[src/rtl/mc_defs_pkg.sv]
// Shared definitions for the multicycle RV32 control path: opcodes, FSM states,
// ALUOp contract (shared with the ALU control decoder) and datapath mux encodings.
package mc_defs;

  localparam logic [6:0] OP_RTYPE  = 7'b0110011;
  localparam logic [6:0] OP_ITYPE  = 7'b0010011;
  localparam logic [6:0] OP_LOAD   = 7'b0000011;
  localparam logic [6:0] OP_STORE  = 7'b0100011;
  localparam logic [6:0] OP_BRANCH = 7'b1100011;
  localparam logic [6:0] OP_JAL    = 7'b1101111;

  localparam logic [1:0] ALUOP_ADD   = 2'b00;
  localparam logic [1:0] ALUOP_SUB   = 2'b01;
  localparam logic [1:0] ALUOP_RTYPE = 2'b10;
  localparam logic [1:0] ALUOP_ITYPE = 2'b11;

  localparam logic [1:0] SRCB_RS2  = 2'b00;
  localparam logic [1:0] SRCB_FOUR = 2'b01;
  localparam logic [1:0] SRCB_IMM  = 2'b10;

  localparam logic [1:0] PCSRC_ALU    = 2'b00;
  localparam logic [1:0] PCSRC_ALUOUT = 2'b01;
  localparam logic [1:0] PCSRC_JUMP   = 2'b10;

  typedef enum logic [3:0] {
    S_FETCH, S_DECODE, S_EXEC_R, S_EXEC_I, S_ALUWB,
    S_MEMADR, S_MEMRD, S_MEMWB, S_MEMWR, S_BRANCH, S_JAL
  } state_t;

  // States that hold a memory request open until mem_ready.
  function automatic logic is_mem_wait(state_t s);
    return (s == S_FETCH) || (s == S_MEMRD) || (s == S_MEMWR);
  endfunction

endpackage

[src/rtl/mc_mem_wait.sv]
// Memory wait watchdog: counts consecutive cycles a memory state waits with
// mem_ready low and raises abort when the count reaches MEM_TIMEOUT (0 disables).
module mc_mem_wait #(
  parameter int MEM_TIMEOUT = 15,
  parameter int TMO_W       = 4
) (
  input  logic clk,
  input  logic reset,
  input  logic waiting,
  input  logic mem_ready,
  output logic abort
);

  logic [TMO_W-1:0] count;

  always_comb begin
    abort = waiting && !mem_ready && (MEM_TIMEOUT != 0) &&
            (count == TMO_W'(MEM_TIMEOUT));
  end

  // Any completion, abort or non-waiting cycle leaves the count at zero, so
  // every entry into a waiting state (including FETCH after an abort) starts fresh.
  always_ff @(posedge clk) begin
    if (reset) begin
      count <= '0;
    end else if (waiting && !mem_ready && !abort) begin
      count <= count + 1'b1;
    end else begin
      count <= '0;
    end
  end

endmodule

[src/rtl/multicycle_ctl.sv]
// Main control FSM of the multicycle RV32 datapath (FETCH/DECODE/EXEC/MEM/WB).
// Optional feature: define MC_JAL_EN to decode JAL (opcode 1101111) into the JAL state.
module multicycle_ctl
  import mc_defs::*;
#(
  parameter int MEM_TIMEOUT = 15,
  parameter int TMO_W       = 4
) (
  input  logic       clk,
  input  logic       reset,
  input  logic [6:0] opcode,
  input  logic       zero,
  input  logic       mem_ready,
  output logic       PCWrite,
  output logic       PCWriteCond,
  output logic       IorD,
  output logic       MemRead,
  output logic       MemWrite,
  output logic       IRWrite,
  output logic       MemtoReg,
  output logic       RegWrite,
  output logic       ALUSrcA,
  output logic [1:0] ALUSrcB,
  output logic [1:0] ALUOp,
  output logic [1:0] PCSource,
  output logic       illegal_op,
  output logic       mem_timeout,
  output logic [3:0] dbg_state
);

  // Memory handshake: a request (MemRead/MemWrite) is held every cycle until the
  // cycle mem_ready is 1, which completes the access; otherwise the watchdog aborts it.
  state_t state, next;
  logic   is_store;
  logic   waiting;
  logic   abort;

  assign waiting   = is_mem_wait(state);
  assign dbg_state = state;

  mc_mem_wait #(
    .MEM_TIMEOUT (MEM_TIMEOUT),
    .TMO_W       (TMO_W)
  ) u_mem_wait (
    .clk       (clk),
    .reset     (reset),
    .waiting   (waiting),
    .mem_ready (mem_ready),
    .abort     (abort)
  );

  // The load/store choice is captured in DECODE so later opcode changes are ignored.
  always_ff @(posedge clk) begin
    if (reset) begin
      state    <= S_FETCH;
      is_store <= 1'b0;
    end else begin
      state <= next;
      if (state == S_DECODE) is_store <= (opcode == OP_STORE);
    end
  end

  always_comb begin
    next        = state;
    PCWrite     = 1'b0;
    PCWriteCond = 1'b0;
    IorD        = 1'b0;
    MemRead     = 1'b0;
    MemWrite    = 1'b0;
    IRWrite     = 1'b0;
    MemtoReg    = 1'b0;
    RegWrite    = 1'b0;
    ALUSrcA     = 1'b0;
    ALUSrcB     = SRCB_RS2;
    ALUOp       = ALUOP_ADD;
    PCSource    = PCSRC_ALU;
    illegal_op  = 1'b0;
    mem_timeout = 1'b0;
    if (!reset) begin
      case (state)
        S_FETCH: begin
          MemRead = 1'b1;
          ALUSrcB = SRCB_FOUR;
          if (mem_ready) begin
            IRWrite = 1'b1;
            PCWrite = 1'b1;
            next    = S_DECODE;
          end else if (abort) begin
            mem_timeout = 1'b1;
            next        = S_FETCH;
          end
        end
        S_DECODE: begin
          ALUSrcB = SRCB_IMM;
          case (opcode)
            OP_RTYPE:           next = S_EXEC_R;
            OP_ITYPE:           next = S_EXEC_I;
            OP_LOAD, OP_STORE:  next = S_MEMADR;
            OP_BRANCH:          next = S_BRANCH;
`ifdef MC_JAL_EN
            OP_JAL:             next = S_JAL;
`endif
            default: begin
              illegal_op = 1'b1;
              next       = S_FETCH;
            end
          endcase
        end
        S_EXEC_R: begin
          ALUSrcA = 1'b1;
          ALUOp   = ALUOP_RTYPE;
          next    = S_ALUWB;
        end
        S_EXEC_I: begin
          ALUSrcA = 1'b1;
          ALUSrcB = SRCB_IMM;
          ALUOp   = ALUOP_ITYPE;
          next    = S_ALUWB;
        end
        S_ALUWB: begin
          RegWrite = 1'b1;
          next     = S_FETCH;
        end
        S_MEMADR: begin
          ALUSrcA = 1'b1;
          ALUSrcB = SRCB_IMM;
          next    = is_store ? S_MEMWR : S_MEMRD;
        end
        S_MEMRD: begin
          MemRead = 1'b1;
          IorD    = 1'b1;
          if (mem_ready) begin
            next = S_MEMWB;
          end else if (abort) begin
            mem_timeout = 1'b1;
            next        = S_FETCH;
          end
        end
        S_MEMWB: begin
          RegWrite = 1'b1;
          MemtoReg = 1'b1;
          next     = S_FETCH;
        end
        S_MEMWR: begin
          MemWrite = 1'b1;
          IorD     = 1'b1;
          if (mem_ready) begin
            next = S_FETCH;
          end else if (abort) begin
            mem_timeout = 1'b1;
            next        = S_FETCH;
          end
        end
        S_BRANCH: begin
          ALUSrcA     = 1'b1;
          ALUOp       = ALUOP_SUB;
          PCWriteCond = 1'b1;
          PCSource    = PCSRC_ALUOUT;
          next        = S_FETCH;
        end
`ifdef MC_JAL_EN
        S_JAL: begin
          RegWrite = 1'b1;
          PCWrite  = 1'b1;
          PCSource = PCSRC_JUMP;
          next     = S_FETCH;
        end
`endif
        default: next = S_FETCH;
      endcase
    end
  end

endmodule

[config.mk]
export PLATFORM = sky130hd
export DESIGN_NAME = multicycle_ctl
export DESIGN_NICKNAME = d
export VERILOG_FILES = /design/src/rtl/mc_defs_pkg.sv /design/src/rtl/mc_mem_wait.sv /design/src/rtl/multicycle_ctl.sv
export SDC_FILE = /design/constraint.sdc
export NUM_CORES = 1
export LEC_CHECK = 0
export ABC_AREA = 0
export ABC_CLOCK_PERIOD_IN_PS = 3700
export CAP_MARGIN = 30
export CORE_UTILIZATION = 45
export CTS_BUF_LIST = sky130_fd_sc_hd__clkbuf_4 sky130_fd_sc_hd__clkbuf_8
export DETAILED_ROUTE_END_ITERATION = 10
export GPL_TIMING_DRIVEN = 1
export PLACE_DENSITY = 0.93
export RECOVER_POWER = 50
export SYNTH_ARGS = -nofsm -noshare
export SYNTH_HDL_FRONTEND = slang
export SYNTH_SLANG_ARGS = --single-unit
[constraint.sdc]
create_clock -name clk -period 3.7 [get_ports clk]
set_input_delay 0.555 -clock clk [delete_from_list [all_inputs] [get_ports clk]]
set_output_delay 0.555 -clock clk [all_outputs]
set_load 0.02 [all_outputs]
==> results_dict.tcl <==
set metrics [dict create \
    status "finished clean" \
    finClkSkew_ns 0.000363 \
    worst_hold_path_type "reg2reg" \
    setup_viol 0 \
    avgRoutedWirePerCell_um 12.2 \
    power.leakage_nw 0.355 \
    grt_antenna_before_repair 0 \
    cts_resized 0 \
    crit_path_start_kind "primary input" \
    drive_gt1_share_pct 5.13 \
    yosysSeqAreaShare_pct 26.4 \
    startpoint "reset" \
    netlist_area_um2 682 \
    ys_ff_latch 9 \
    core_area_um2 1350 \
    die_w_um 40.9 \
    report.final.slew_viol_count 0 \
    instances_no_fill 132 \
    async_flop_share_pct 0 \
    clk-insertion-delay-late_ns 0.26 \
    clkTransAtPathRegs_ns 0.06 \
    synth_fp_nets 104 \
    avgSynthCellArea_um2 7.41 \
    p_sw_w 0.0000601 \
    cts_buffers 3 \
    crit_required_ns 3.14 \
    grt_usage_pct 23.5 \
    dpl.cell_count 128 \
    synthTopCellsByArea "dfxtp_1, nor2_1, nand2b_1" \
    htreeDepth 1 \
    path_max_fanout 9 \
    start_util_pct 50.5 \
    synth_top_area_share_pct 26.4 \
    tritoncts "yes" \
    synth_edf_count 0 \
    place.detailed.hpwl_mm 1.20 \
    fp.dieArea_um2 1670 \
    timing.rr.start "dbg_state[2]$_SDFF_PP0_" \
    num_vias 741 \
    min_period_over_period_pct 87.4 \
    max_freq_mhz 309 \
    die_height_um 40.9 \
    pwr-share-clk_pct 34.4 \
    diodes 0 \
    critical_path.cell_chain "dlygate4sd3_1 > or2_0 > nor4_1 > and2_1 > clkdlybuf4s50_1" \
    comb_power_share_pct 19.7 \
    drc_errors 0 \
    portBuffers 29 \
    drt_pass1_iterations 6 \
    viasPerCell 5.61 \
    power_density_nw_per_um2 230 \
    grt_pass1_wl_mm 2.57 \
    critical_path_class "in2out" \
    rsz0062_at_grt "no" \
    p_int_w 0.000161 \
    cp-end-kind "primary output" \
    dpl_cell_area_um2 947 \
    syn_to_final_growth_pct 41.1 \
    synth.distinct_cells 39 \
    cts_buffer_depth 2 \
    ios 32 \
    syn_inst 92 \
    final_nets 130 \
    hp-start "u_mem_wait.count[0]$_SDFF_PP0_" \
    fin_tns_setup_ns 0 \
    slowest_delay_ns 0.67 \
    fin_crit_ns 3.23 \
    rows 13 \
    final_cell_area_um2 962 \
    finalCoreUtilization_pct 71.3 \
    pwr-share-seq_pct 45.9 \
    critPathSlowestCell "dlygate4sd3_1" \
    grt_pass1_vias 628 \
    max-vdd-ir-drop_mv 0.202 \
    cts_root_buf "clkbuf_4" \
    critPathArrivalTime_ns 2.68 \
    grt_max_degree 16 \
    drtIter0Drc 21 \
    post-cts-setup-buffers 0 \
    cts.sinks 9 \
    switching_share_pct 27.2 \
    drt_wl_total_mm 1.61 \
    ant_nets 0 \
    synth_top_area_cell "dfxtp_1" \
    routabilityCongestion 0.781 \
    final-hold-violation-count 0 \
    synthFlopType "dfxtp_1" \
    hold_buffers 0 \
    yosys_warnings 0 \
    overflow 0 \
    cap_violations 0 \
]
-- area by class of cell --
cell class | count | area (um2)
clock buffers | 3 | 22.5
inverters | 2 | 7.51
fillers | 106 | 388
flip-flops and latches | 9 | 180
repair buffers | 29 | 290
clock inverters | 1 | 5.00
multi-input cells | 73 | 438
well taps | 15 | 18.8
-- layer usage --
| metal | routed length, um | GRT usage [%] | up-vias |
|---|---|---|---|
| li1 | - | - | 368 |
| met4 | 22 | 12.5 | 0 |
| met2 | 788 | 44.1 | 36 |
| met1 | 700 | 25.7 | 334 |
| met5 | 0 | 0 | - |
| met3 | 99 | 1.63 | 3 |
-- layout by cell type, fill, tap and decap left out, types with 2 or more instances in the layout --
cell	netlist	routed
a21oi_1	4	4
o21a_1	3	3
dlygate4sd3_1	0	7
clkdlybuf4s50_1	0	22
nor3_1	3	4
nor2_1	14	15
nand2_1	7	7
dfxtp_1	9	9
inv_1	2	2
nor2b_1	4	4
and3_1	2	2
nand2b_1	6	6
clkbuf_4	0	3
nand3_1	4	4
-- power by group through the flow --
stage | Clock, W | Sequential [W] | Combinational, W
after global routing | 0.0000840 | 0.000102 | 0.0000476
after floorplan | 0 | 0.000104 | 0.0000239
after global placement | 0 | 0.000103 | 0.0000436
after CTS | 0.0000769 | 0.000101 | 0.0000452
after detailed placement | 0 | 0.000103 | 0.0000448
final | 0.0000760 | 0.000101 | 0.0000436
-- cell usage after synthesis, drive strengths merged, types with 2 or more instances --
library cell	count
a21oi	5
and3	2
buf	5
clkbuf	3
dfxtp	9
inv	2
nand2	7
nand2b	6
nand3	4
nor2	15
nor2b	4
nor3	4
o21a	3
or2	2
or4b	2
-- metrics by stage --
stage | power [W] | setup slack [ns] | hold slack, ns
finish | 0.000221 | 0.465 | 0.470
global route | 0.000233 | 0.322 | 0.493
CTS | 0.000223 | 0.568 | 0.459
detailed placement | 0.000148 | 0.567 | 0.444
global placement | 0.000147 | 0.678 | 0.431
floorplan | 0.000128 | 0.856 | 0.418
-- worst paths after layout --
check | end | slack, ns | cells after the start
hold reg to reg | u_mem_wait.count[0]$_SDFF_PP0_ | 0.47 | 1
hold / removal | u_mem_wait.count[0]$_SDFF_PP0_ | 0.47 | 1
setup reg to reg | dbg_state[3]$_SDFF_PP0_ | 2.09 | 4
setup / recovery | PCWrite | 0.47 | 5
-- critical path, delay by kind of cell --
| kind | cells | cell delay [ns] |
|---|---|---|
| buf+inv | 2 | 1.27 |
| simple gates | 3 | 0.85 |
-- sequential cells by signal (all words and copies together) (netlist names) --
name              count
dbg_state             4
is_store              1
u_mem_wait.count      4
-- cell families (layout without fill, tap and decap cells) --
logic type               after synthesis  count (layout)  synth area share (%)
buffers and inverters                 10              35                  7.52
multiplexers                           1               1                  1.47
AND/OR/NAND/NOR                       51              51                  41.8
AO/OA/AOI/OAI                         17              17                  17.8
other                                  1               1                 0.550
flip-flops                             9               9                  26.4
XOR/XNOR                               2               2                  2.57
adder cells (fa/ha/maj)                1               1                  1.83
Power figures use the tool's default switching activity.
